File: src/rtl/dm_pkg.sv
// Shared constants and types for the data-memory access unit.
package dm_pkg;

  localparam int unsigned BUS_W = 32;
  localparam int unsigned BE_W  = BUS_W / 8;
  localparam int unsigned CNT_W = 16;

  localparam logic [1:0] MT_NONE = 2'b00;
  localparam logic [1:0] MT_BYTE = 2'b01;
  localparam logic [1:0] MT_HALF = 2'b10;
  localparam logic [1:0] MT_WORD = 2'b11;

  typedef enum logic [1:0] {
    ST_IDLE = 2'b00,
    ST_BUS  = 2'b01,
    ST_DONE = 2'b10
  } dm_state_e;

endpackage

File: src/rtl/dm_access_unit_if.sv
// Data-memory req/ack bus; the access unit is the master, the memory the slave.
interface dm_access_unit_if;
  import dm_pkg::*;

  logic             req;
  logic             we;
  logic [BUS_W-1:0] addr;
  logic [BE_W-1:0]  be;
  logic [BUS_W-1:0] wdata;
  logic             ack;
  logic [BUS_W-1:0] rdata;

  modport master (output req, we, addr, be, wdata, input ack, rdata);
  modport slave  (input req, we, addr, be, wdata, output ack, rdata);
endinterface

File: src/rtl/dm_be_gen.sv
// Byte-enable, lane-replicated store data and alignment check for one access.
module dm_be_gen
  import dm_pkg::*;
(
  input  logic [1:0]       addr_lo,
  input  logic [1:0]       mtype,
  input  logic [BUS_W-1:0] wdata,
  output logic [BE_W-1:0]  be,
  output logic [BUS_W-1:0] wdata_rep,
  output logic             misaligned
);

  always_comb begin
    be         = '0;
    wdata_rep  = '0;
    misaligned = 1'b0;
    case (mtype)
      MT_BYTE: begin
        be        = 4'b0001 << addr_lo;
        wdata_rep = {4{wdata[7:0]}};
      end
      MT_HALF: begin
        be         = 4'b0011 << addr_lo;
        wdata_rep  = {2{wdata[15:0]}};
        misaligned = addr_lo[0];
      end
      MT_WORD: begin
        be         = 4'b1111;
        wdata_rep  = wdata;
        misaligned = |addr_lo;
      end
      default: ;
    endcase
  end

endmodule

File: src/rtl/dm_access_unit.sv
// MEM-stage memory access controller: alignment check, one req/ack bus
// transaction per access with timeout, and a one-cycle response pulse.
module dm_access_unit
  import dm_pkg::*;
#(
  parameter int unsigned TIMEOUT_CYC = 64
) (
  input  logic             clk,
  input  logic             reset_n,
  input  logic             req_valid,
  input  logic             req_we,
  input  logic [BUS_W-1:0] req_addr,
  input  logic [BUS_W-1:0] req_wdata,
  input  logic [1:0]       M_type,
  output logic             stall,
  output logic             rsp_valid,
  output logic [BUS_W-1:0] rsp_rdata,
  output logic [BUS_W-1:0] rsp_addr,
  output logic [1:0]       rsp_mtype,
  output logic             exc_adel,
  output logic             exc_ades,
  output logic             exc_bus,
  dm_access_unit_if.master bus
);

  localparam logic [CNT_W-1:0] TMO_LAST = CNT_W'(TIMEOUT_CYC - 1);

  dm_state_e        state, state_d;
  logic [CNT_W-1:0] cnt, cnt_d;
  logic             accept, ack_done, tmo, mis_load, mis_store;
  logic             stall_c;

  logic [BE_W-1:0]  be_c;
  logic [BUS_W-1:0] wdata_rep_c;
  logic             misaligned_c;

  logic             bus_req_q, bus_we_q;
  logic [BUS_W-1:0] bus_addr_q, bus_wdata_q;
  logic [BE_W-1:0]  bus_be_q;
  logic [BUS_W-1:0] addr_q;
  logic [1:0]       mtype_q;
  logic             we_q;

  dm_be_gen u_be_gen (
    .addr_lo    (req_addr[1:0]),
    .mtype      (M_type),
    .wdata      (req_wdata),
    .be         (be_c),
    .wdata_rep  (wdata_rep_c),
    .misaligned (misaligned_c)
  );

  always_ff @(posedge clk or negedge reset_n) begin
    if (!reset_n) state <= ST_IDLE;
    else          state <= state_d;
  end

  always_comb begin
    state_d   = state;
    cnt_d     = cnt;
    accept    = 1'b0;
    ack_done  = 1'b0;
    tmo       = 1'b0;
    mis_load  = 1'b0;
    mis_store = 1'b0;
    stall_c   = 1'b0;
    case (state)
      ST_IDLE: begin
        if (req_valid && (M_type != MT_NONE)) begin
          if (misaligned_c) begin
            mis_load  = ~req_we;
            mis_store = req_we;
          end else begin
            accept  = 1'b1;
            stall_c = 1'b1;
            cnt_d   = '0;
            state_d = ST_BUS;
          end
        end
      end
      ST_BUS: begin
        stall_c = 1'b1;
        // An ack in the final allowed cycle still completes the access.
        if (bus.ack) begin
          ack_done = 1'b1;
          state_d  = ST_DONE;
        end else if (cnt == TMO_LAST) begin
          tmo     = 1'b1;
          cnt_d   = '0;
          state_d = ST_IDLE;
        end else begin
          cnt_d = cnt + 1'b1;
        end
      end
      ST_DONE: state_d = ST_IDLE;
      default: state_d = ST_IDLE;
    endcase
  end

  // Gated so stall is low while reset is asserted even if a request is pending.
  assign stall = stall_c & reset_n;

  always_ff @(posedge clk or negedge reset_n) begin
    if (!reset_n) begin
      cnt         <= '0;
      bus_req_q   <= 1'b0;
      bus_we_q    <= 1'b0;
      bus_addr_q  <= '0;
      bus_be_q    <= '0;
      bus_wdata_q <= '0;
      addr_q      <= '0;
      mtype_q     <= MT_NONE;
      we_q        <= 1'b0;
      rsp_valid   <= 1'b0;
      rsp_rdata   <= '0;
      rsp_addr    <= '0;
      rsp_mtype   <= MT_NONE;
      exc_adel    <= 1'b0;
      exc_ades    <= 1'b0;
      exc_bus     <= 1'b0;
    end else begin
      cnt       <= cnt_d;
      rsp_valid <= ack_done;
      exc_adel  <= mis_load;
      exc_ades  <= mis_store;
      exc_bus   <= tmo;
      if (accept) begin
        bus_req_q   <= 1'b1;
        bus_we_q    <= req_we;
        bus_addr_q  <= {req_addr[BUS_W-1:2], 2'b00};
        bus_be_q    <= be_c;
        bus_wdata_q <= req_we ? wdata_rep_c : '0;
        addr_q      <= req_addr;
        mtype_q     <= M_type;
        we_q        <= req_we;
      end
      if (ack_done || tmo) bus_req_q <= 1'b0;
      if (ack_done) begin
        rsp_rdata <= we_q ? '0 : bus.rdata;
        rsp_addr  <= addr_q;
        rsp_mtype <= mtype_q;
      end
    end
  end

  assign bus.req   = bus_req_q;
  assign bus.we    = bus_we_q;
  assign bus.addr  = bus_addr_q;
  assign bus.be    = bus_be_q;
  assign bus.wdata = bus_wdata_q;

endmodule

File: src/flat_wrapper.sv
// flat-port wrapper written by rule: the top's interface ports become plain ports
module dm_access_unit_flat import dm_pkg::*;
#(
  parameter int unsigned TIMEOUT_CYC = 64
)
  (clk, reset_n, req_valid, req_we, req_addr, req_wdata, M_type, stall, rsp_valid, rsp_rdata, rsp_addr, rsp_mtype, exc_adel, exc_ades, exc_bus, bus_req, bus_we, bus_addr, bus_be, bus_wdata, bus_ack, bus_rdata);
  dm_access_unit_if bus_i ();
  input  logic clk;
  input  logic reset_n;
  input  logic req_valid;
  input  logic req_we;
  input  logic [BUS_W-1:0] req_addr;
  input  logic [BUS_W-1:0] req_wdata;
  input  logic [1:0] M_type;
  output logic stall;
  output logic rsp_valid;
  output logic [BUS_W-1:0] rsp_rdata;
  output logic [BUS_W-1:0] rsp_addr;
  output logic [1:0] rsp_mtype;
  output logic exc_adel;
  output logic exc_ades;
  output logic exc_bus;
  output wire logic [$bits(bus_i.req)-1:0] bus_req;
  output wire logic [$bits(bus_i.we)-1:0] bus_we;
  output wire logic [$bits(bus_i.addr)-1:0] bus_addr;
  output wire logic [$bits(bus_i.be)-1:0] bus_be;
  output wire logic [$bits(bus_i.wdata)-1:0] bus_wdata;
  input wire logic [$bits(bus_i.ack)-1:0] bus_ack;
  input wire logic [$bits(bus_i.rdata)-1:0] bus_rdata;
  assign bus_req = bus_i.req;
  assign bus_we = bus_i.we;
  assign bus_addr = bus_i.addr;
  assign bus_be = bus_i.be;
  assign bus_wdata = bus_i.wdata;
  assign bus_i.ack = bus_ack;
  assign bus_i.rdata = bus_rdata;
  dm_access_unit #(.TIMEOUT_CYC(TIMEOUT_CYC)) u_core (.clk(clk), .reset_n(reset_n), .req_valid(req_valid), .req_we(req_we), .req_addr(req_addr), .req_wdata(req_wdata), .M_type(M_type), .stall(stall), .rsp_valid(rsp_valid), .rsp_rdata(rsp_rdata), .rsp_addr(rsp_addr), .rsp_mtype(rsp_mtype), .exc_adel(exc_adel), .exc_ades(exc_ades), .exc_bus(exc_bus), .bus(bus_i));
endmodule
File: config.mk
export PLATFORM = sky130hd
export DESIGN_NAME = dm_access_unit_flat
export DESIGN_NICKNAME = d
export VERILOG_FILES = /design/src/rtl/dm_pkg.sv /design/src/rtl/dm_access_unit_if.sv /design/src/rtl/dm_be_gen.sv /design/src/rtl/dm_access_unit.sv /design/src/flat_wrapper.sv
export SDC_FILE = /design/constraint.sdc
export NUM_CORES = 1
export LEC_CHECK = 0
export CORE_ASPECT_RATIO = 1.2
export CORE_MARGIN = 1
export CORE_UTILIZATION = 40
export CTS_CLUSTER_DIAMETER = 150
export DETAILED_ROUTE_END_ITERATION = 8
export PLACE_DENSITY = 0.72
export SETUP_SLACK_MARGIN = 0.4
export SLEW_MARGIN = 20
export SYNTH_ARGS = -nofsm -noshare
export SYNTH_HDL_FRONTEND = slang
export SYNTH_SLANG_ARGS = --single-unit
export TNS_END_PERCENT = 20
File: constraint.sdc
create_clock -name clk -period 2.19 [get_ports clk]
set_input_delay 0.219 -clock clk [delete_from_list [all_inputs] [get_ports clk]]
set_output_delay 0.219 -clock clk [all_outputs]
set_load 0.01 [all_outputs]
==> results.json, run 1 <==
{
  "grt.total_usage_pct": 21.12,
  "grt_max_degree": 161,
  "p_switching_mw": 3.634,
  "cp_max_fo": 8,
  "nNetsFinal": 1019,
  "tightest_slew_ns": 0.8542,
  "grt_pass1_vias": 5560,
  "place_inst": 1098,
  "grt_pass1_wl_um": 29080,
  "drc": 0,
  "h-tree-depth": 4,
  "diodes": 0,
  "outcome": "finished with violations",
  "antenna_found_initial": 0,
  "crit_chain": "or4b_4 > a311o_2 > or3_4 > buf_12 > nor2_8 > a22o_1",
  "syn2layout_area_growth_pct": 49.11,
  "placed_cell_area_um2": 9527,
  "dp_hpwl_um": 12550,
  "p_int_mw": 8.006,
  "relSlewSlack_pct": 43.05,
  "rows": 52,
  "synth.avg_cell_area_um2": 10.17,
  "dieWidth_um": 122.2,
  "final.setup.tns_ns": 0,
  "grt_overflow": 0,
  "initial_core_util_pct": 40.98,
  "path_class": "reg2reg",
  "root_buffer": "clkbuf_16",
  "fin_crit_sh_pct": 96.99,
  "drv_cap": 0,
  "gp_congestion": 0.8580,
  "avgRoutedWirePerCell_um": 16.15,
  "routed_wl_um": 18380,
  "finClkSkew_ns": 0.01148,
  "start_kind": "register",
  "crit_required_ns": 2.56,
  "period_needed_ns": 2.124,
  "first_iter_violations": 433,
  "p_comb_share_pct": 36.1,
  "max_freq_mhz": 470.8,
  "final_antenna_net_count": 0,
  "fp.dieH_um": 146.2,
  "ys_seq_elements": 160,
  "cts.clk_slew.worst_paths_ns": 0.07,
  "power_mw": 11.64,
  "hp-class": "in2async",
  "clock_power_share_pct": 25.4,
  "cts_tree": "yes",
  "yosysWarnings": 0,
  "boundaryPins": 244,
  "netlist_area_um2": 6933,
  "seq_area_frac_synth_pct": 57.75,
  "numClockSinks": 160,
  "drive_gt1_share_pct": 15.51,
  "synth_cells": 682,
  "cts_hold_buffers": 0,
  "synth_cell_types": 42,
  "cts_buffers": 17,
  "insertion_delay_ns": 0.43,
  "hold_viol": 80,
  "power.density_nw_per_um2": 1126,
  "final_cells": 1138,
  "seqPwrFrac_pct": 38.4,
  "vias": 5748,
  "whs_ns": -0.03854,
  "critPathBufInv": 1,
  "final_area_um2": 10340,
  "slew_viol_final": 0,
  "fp.coreArea_um2": 16920,
  "crit_family": "simple AND/OR/NAND/NOR gates",
  "first_pass_iters": 5,
  "die_area_um2": 17860,
  "n_fill_cell": 1415,
  "viasPerCell": 5.051,
  "slowest_stage": "or4b_4",
  "cts_max_path_buffers": 2,
  "swShare_pct": 31.22,
  "static-leakage-power_nw": 4.611,
  "max_stage_delay_ns": 0.52,
  "setup_viol": 0,
  "violations": "hold timing",
  "endpoint_kind": "register",
  "arrival_ns": 2.49,
  "rsz0062_at_grt": "yes",
  "place.port_buffers": 241,
  "vdd_drop_max_mv": 0.5165
}
-- cells by family (layout without fill, tap and decap cells) --
logic type	Yosys count	in the layout	synth area share (%)
AO/OA/AOI/OAI	144	144	12.83
multiplexers	30	30	4.873
other	1	2	0.05409
adder cells (fa/ha/maj)	7	7	1.263
AND/OR/NAND/NOR	258	258	16.73
buffers and inverters	82	321	6.497
flip-flops	160	160	57.75
-- per-layer routing --
layer | global-route usage (%) | share of wire [%] | vias to the layer above
met2 | 34.72 | 51 | 186
met3 | 5.156 | 5.5 | 33
met4 | 8.780 | 2.7 | 0
li1 | - | - | 2755
met5 | 0 | 0 | -
met1 | 26.33 | 41 | 2774
-- worst reg2reg max path, cell delays in order, from the launching register on --
cell     delay, ns
dfrtp_1       0.39
or4b_4        0.52
a311o_2       0.33
or3_4         0.38
buf_12        0.15
nor2_8        0.13
a22o_1        0.15
-- area by class of cell --
cell class / count / area (um2) / area share, %
repair buffers: 277 / 2769 / 26.79
clock inverters: 14 / 157.7 / 1.525
clock buffers: 18 / 429.2 / 4.152
well taps: 216 / 270.3 / 2.614
multi-input cells: 441 / 2658 / 25.71
flip-flops and latches: 160 / 4004 / 38.73
inverters: 12 / 50.05 / 0.4841
-- per-stage QoR --
step           worst slack, ns  utilization [%]  hold slack (ns)
2_1_floorplan          0.02597                -         -0.07659
3_3_place_gp           -0.5444            56.32           0.4473
3_5_place_dp           -0.5628            56.32           0.4599
4_1_cts                0.01388            60.30         0.008570
5_1_grt                0.01455            61.11          0.03613
6_report               0.06601            61.11         -0.03854
-- Yosys cell counts (all sizes together) --
library cell	instances	area [um2]
a21boi	1	7.510
a21oi	10	50.05
a222oi	8	80.08
a22o	9	78.83
a22oi	16	120.1
a311o	1	10.01
a311oi	2	17.52
a31oi	11	68.82
a32o	1	10.01
a41oi	1	8.760
and2	1	6.260
and3	3	18.77
and4	3	26.28
buf	39	289.0
clkbuf	31	116.4
clkinv	1	3.750
conb	1	3.750
dfrtp	160	4004
ha	7	87.58
inv	11	41.29
mux2	30	337.8
nand2	179	671.9
nand2b	33	206.5
nand3	6	30.03
nand3b	2	15.01
nand4	5	31.28
nor2	12	61.31
nor2b	1	6.260
nor3	4	20.02
nor3b	2	15.01
nor4	2	12.51
o21a	1	7.510
o21ai	77	385.4
o31ai	6	45.04
or2	3	18.77
or3	1	6.260
or4b	1	13.76
-- repair_timing --
| action | CTS | global route |
|---|---|---|
| pin swaps | 9 | 10 |
| setup endpoints to repair | 90 | 155 |
| resized for setup | 17 | 41 |
| buffers inserted | 4 | 4 |
-- final timing paths --
path / from / cells after the start / to / slack (ns)
setup / recovery: u_core.state[1] / 6 / u_core.bus.wdata[2] / 0.07
hold / removal: reset_n / 2 / u_core.bus.req / -0.04
setup reg to reg: u_core.state[1] / 6 / u_core.bus.wdata[2] / 0.07
hold reg to reg: u_core.mtype_q[1] / 2 / u_core.rsp_mtype[1] / 0.47
max in group asynchronous: reset_n / 2 / u_core.rsp_addr[23] / 1.61
min in group clk: M_type[1] / 4 / u_core.mtype_q[1] / 0.24
-- cells in the final DEF, fill, tap and decap left out, drive strengths merged, types with 2 or more instances in the layout --
cell,count
a21oi,10
a222oi,8
a22o,9
a22oi,16
a311oi,2
a31oi,11
and3,3
and4,3
buf,38
bufinv,2
clkbuf,20
clkdlybuf4s50,235
clkinv,6
clkinvlp,3
conb,2
dfrtp,160
dlymetal6s2s,2
ha,7
inv,15
mux2,30
nand2,179
nand2b,33
nand3,6
nand3b,2
nand4,5
nor2,12
nor3,4
nor3b,2
nor4,2
o21ai,77
o31ai,6
or2,3
-- power by group through the flow --
stage / clock network [mW] / logic [mW] / registers [mW]
after floorplan: 0 / 1.54 / 4.81
after global routing: 3.15 / 4.56 / 4.61
final: 2.96 / 4.20 / 4.48
after detailed placement: 0 / 4.16 / 4.53
after CTS: 3.03 / 4.20 / 4.49
after global placement: 0 / 4.10 / 4.50
-- sequential cells by signal, indices dropped and copies added, names as in the netlist --
| register | count |
|---|---|
| u_core.bus.wdata | 32 |
| u_core.rsp_addr | 32 |
| u_core.rsp_rdata | 32 |
| u_core.addr_q | 31 |
| u_core.cnt | 16 |
| u_core.bus.be | 4 |
| u_core.mtype_q | 2 |
| u_core.rsp_mtype | 2 |
| u_core.state | 2 |
| u_core.bus.addr | 1 |
| u_core.bus.req | 1 |
| u_core.bus.we | 1 |
| u_core.exc_adel | 1 |
| u_core.exc_ades | 1 |
| u_core.exc_bus | 1 |
| u_core.rsp_valid | 1 |
No activity file was read; power rests on OpenSTA's default activity.
==> run 2, diff against run 1 <==
--- a/config.mk
+++ b/config.mk
@@ -10,6 +10,7 @@
 export CORE_UTILIZATION = 40
 export CTS_CLUSTER_DIAMETER = 150
 export DETAILED_ROUTE_END_ITERATION = 8
+export HOLD_SLACK_MARGIN = 0.15
 export PLACE_DENSITY = 0.72
 export SETUP_SLACK_MARGIN = 0.4
 export SLEW_MARGIN = 20
==> results.json, run 2 (same netlist as run 1, synthesis figures left out) <==
{
  "r2r_slack_ns": 0.07,
  "dp_hpwl_um": 12550,
  "cts_max_path_buffers": 2,
  "n_fill_cell": 1414,
  "syn2layout_area_growth_pct": 49.25,
  "numClockSinks": 160,
  "h-tree-depth": 4,
  "first_iter_violations": 383,
  "relSlewSlack_pct": 43.20,
  "top_usage_layer": "met2",
  "static-leakage-power_nw": 4.615,
  "max_freq_mhz": 470.9,
  "path_class": "reg2reg",
  "power.density_nw_per_um2": 1125,
  "use_met1_pct": 26.33,
  "hold_depth": 4,
  "finClkSkew_ns": 0.01169,
  "rr_startpoint": "u_core.state[1]",
  "outcome": "completed",
  "fp.coreArea_um2": 16920,
  "arrival_ns": 2.49,
  "grt_util_met2_pct": 34.72,
  "crit_family": "simple AND/OR/NAND/NOR gates",
  "rsz0062_at_grt": "yes",
  "crit_required_ns": 2.56,
  "worstHoldStart": "M_type[1]",
  "cts.clk_slew.worst_paths_ns": 0.07,
  "place.port_buffers": 241,
  "die_area_um2": 17860,
  "grt_max_degree": 161,
  "final_common_cell": "clkdlybuf4s50_1",
  "whs_ns": 0.2358,
  "period_needed_ns": 2.124,
  "cts_tree": "yes",
  "final_cell_mix": "235 x clkdlybuf4s50_1, 177 x nand2_1, 160 x dfrtp_1",
  "drc": 0,
  "hold_path_end": "u_core.mtype_q[1]",
  "vias": 5745,
  "fin_util_pct": 61.17,
  "initial_core_util_pct": 40.98,
  "crit_cells": 6,
  "grt.total_usage_pct": 21.12,
  "diodes": 0,
  "dieWidth_um": 122.2,
  "insertion_delay_ns": 0.43,
  "reg2reg_to": "u_core.bus.wdata[2]",
  "routed_wl_um": 18320,
  "antenna_found_initial": 0,
  "grt_use_met3_pct": 5.156,
  "slowest_stage": "or4b_4",
  "endpoint_kind": "register",
  "slew_viol_final": 0,
  "rows": 52,
  "tightest_slew_ns": 0.8520,
  "viasPerCell": 5.044,
  "grt_pass1_vias": 5560,
  "crit_chain": "or4b_4 > a311o_2 > or3_4 > buf_12 > nor2_8 > a22o_1",
  "hold_viol": 0,
  "root_buffer": "clkbuf_16",
  "start_kind": "register",
  "first_pass_iters": 5,
  "gp_congestion": 0.8580,
  "max_stage_delay_ns": 0.52,
  "nNetsFinal": 1020,
  "vdd_drop_max_mv": 0.5161,
  "fin_crit_sh_pct": 96.97,
  "cts_buffers": 17,
  "rr_worst_depth": 6,
  "boundaryPins": 244,
  "avgRoutedWirePerCell_um": 16.08,
  "seqCellArea_um2": 4004,
  "drv_cap": 0,
  "setup_viol": 0,
  "final_antenna_net_count": 0,
  "hp-class": "in2reg",
  "critPathBufInv": 1,
  "drive_gt1_share_pct": 15.49,
  "cp_max_fo": 8,
  "fp.dieH_um": 146.2,
  "multi_input_area_um2": 2658,
  "grt_pass1_wl_um": 29080,
  "grt_overflow": 0
}
## run 2: timing repair
action,4_1_cts,5_1_grt
resized for setup,17,41
hold buffers,1,0
endpoints found under the hold margin,160,0
buffers inserted,4,4
pin swaps,9,10
endpoints found under the setup margin,90,155
## run 2: worst register-to-register path, delay by kind of cell, from the launching register on
kind	cells	cell delay, ns
buf+inv	1	0.15
simple gates	3	1.03
flops	1	0.39
compound gates	2	0.49
## run 2: layout make-up
type | instances | area share [%]
Clock inverter | 14 | 1.524
Clock buffer | 18 | 4.148
Multi-Input combinational cell | 441 | 25.68
Timing Repair Buffer | 278 | 26.86
Inverter | 12 | 0.4837
Tap cell | 216 | 2.612
Sequential cell | 160 | 38.69
## run 2: through the flow
step | std cells | total power [mW] | instance area (um2) | worst slack, ns | TNS [ns]
after floorplan | 683 | 6.353 | 6980 | 0.02597 | 0
after global placement | 1098 | 8.599 | 9527 | -0.5444 | -37.78
after detailed placement | 1098 | 8.691 | 9527 | -0.5628 | -39.53
after CTS | 1135 | 11.72 | 10210 | 0.01388 | 0
after global routing | 1139 | 12.33 | 10350 | 0.01455 | 0
final | 1139 | 11.64 | 10350 | 0.06640 | 0
## run 2: power breakdown
group          leakage [nW]  internal [mW]  switching, mW
clock network         0.278           1.70           1.26
logic                  2.29           2.40           1.81
registers              2.05           3.91          0.563
total                  4.62           8.01           3.63
## run 2: worst max path at each step
stage                          from  slack [ns]                    to
global route        u_core.state[1]        0.01   u_core.bus.wdata[2]
detailed placement        M_type[1]       -0.56   u_core.bus.wdata[2]
global placement          M_type[1]       -0.54   u_core.bus.wdata[1]
finish              u_core.state[1]        0.07   u_core.bus.wdata[2]
CTS                 u_core.state[1]        0.01   u_core.bus.wdata[2]
floorplan                 M_type[1]        0.03  u_core.bus.wdata[24]
## run 2: layer usage
layer  up-vias  wire length, um
li1       2758                -
met3        33             1047
met4         0              490
met5         -                0
met1      2765             7498
met2       189             9283
==> run 3, diff against run 2 <==
--- a/config.mk
+++ b/config.mk
@@ -13,7 +13,6 @@
 export HOLD_SLACK_MARGIN = 0.15
 export PLACE_DENSITY = 0.72
 export SETUP_SLACK_MARGIN = 0.4
-export SLEW_MARGIN = 20
 export SYNTH_ARGS = -nofsm -noshare
 export SYNTH_HDL_FRONTEND = slang
 export SYNTH_SLANG_ARGS = --single-unit
==> results of run 3 <==
The final DEF is identical to that of run 2; final timing and power are the same.
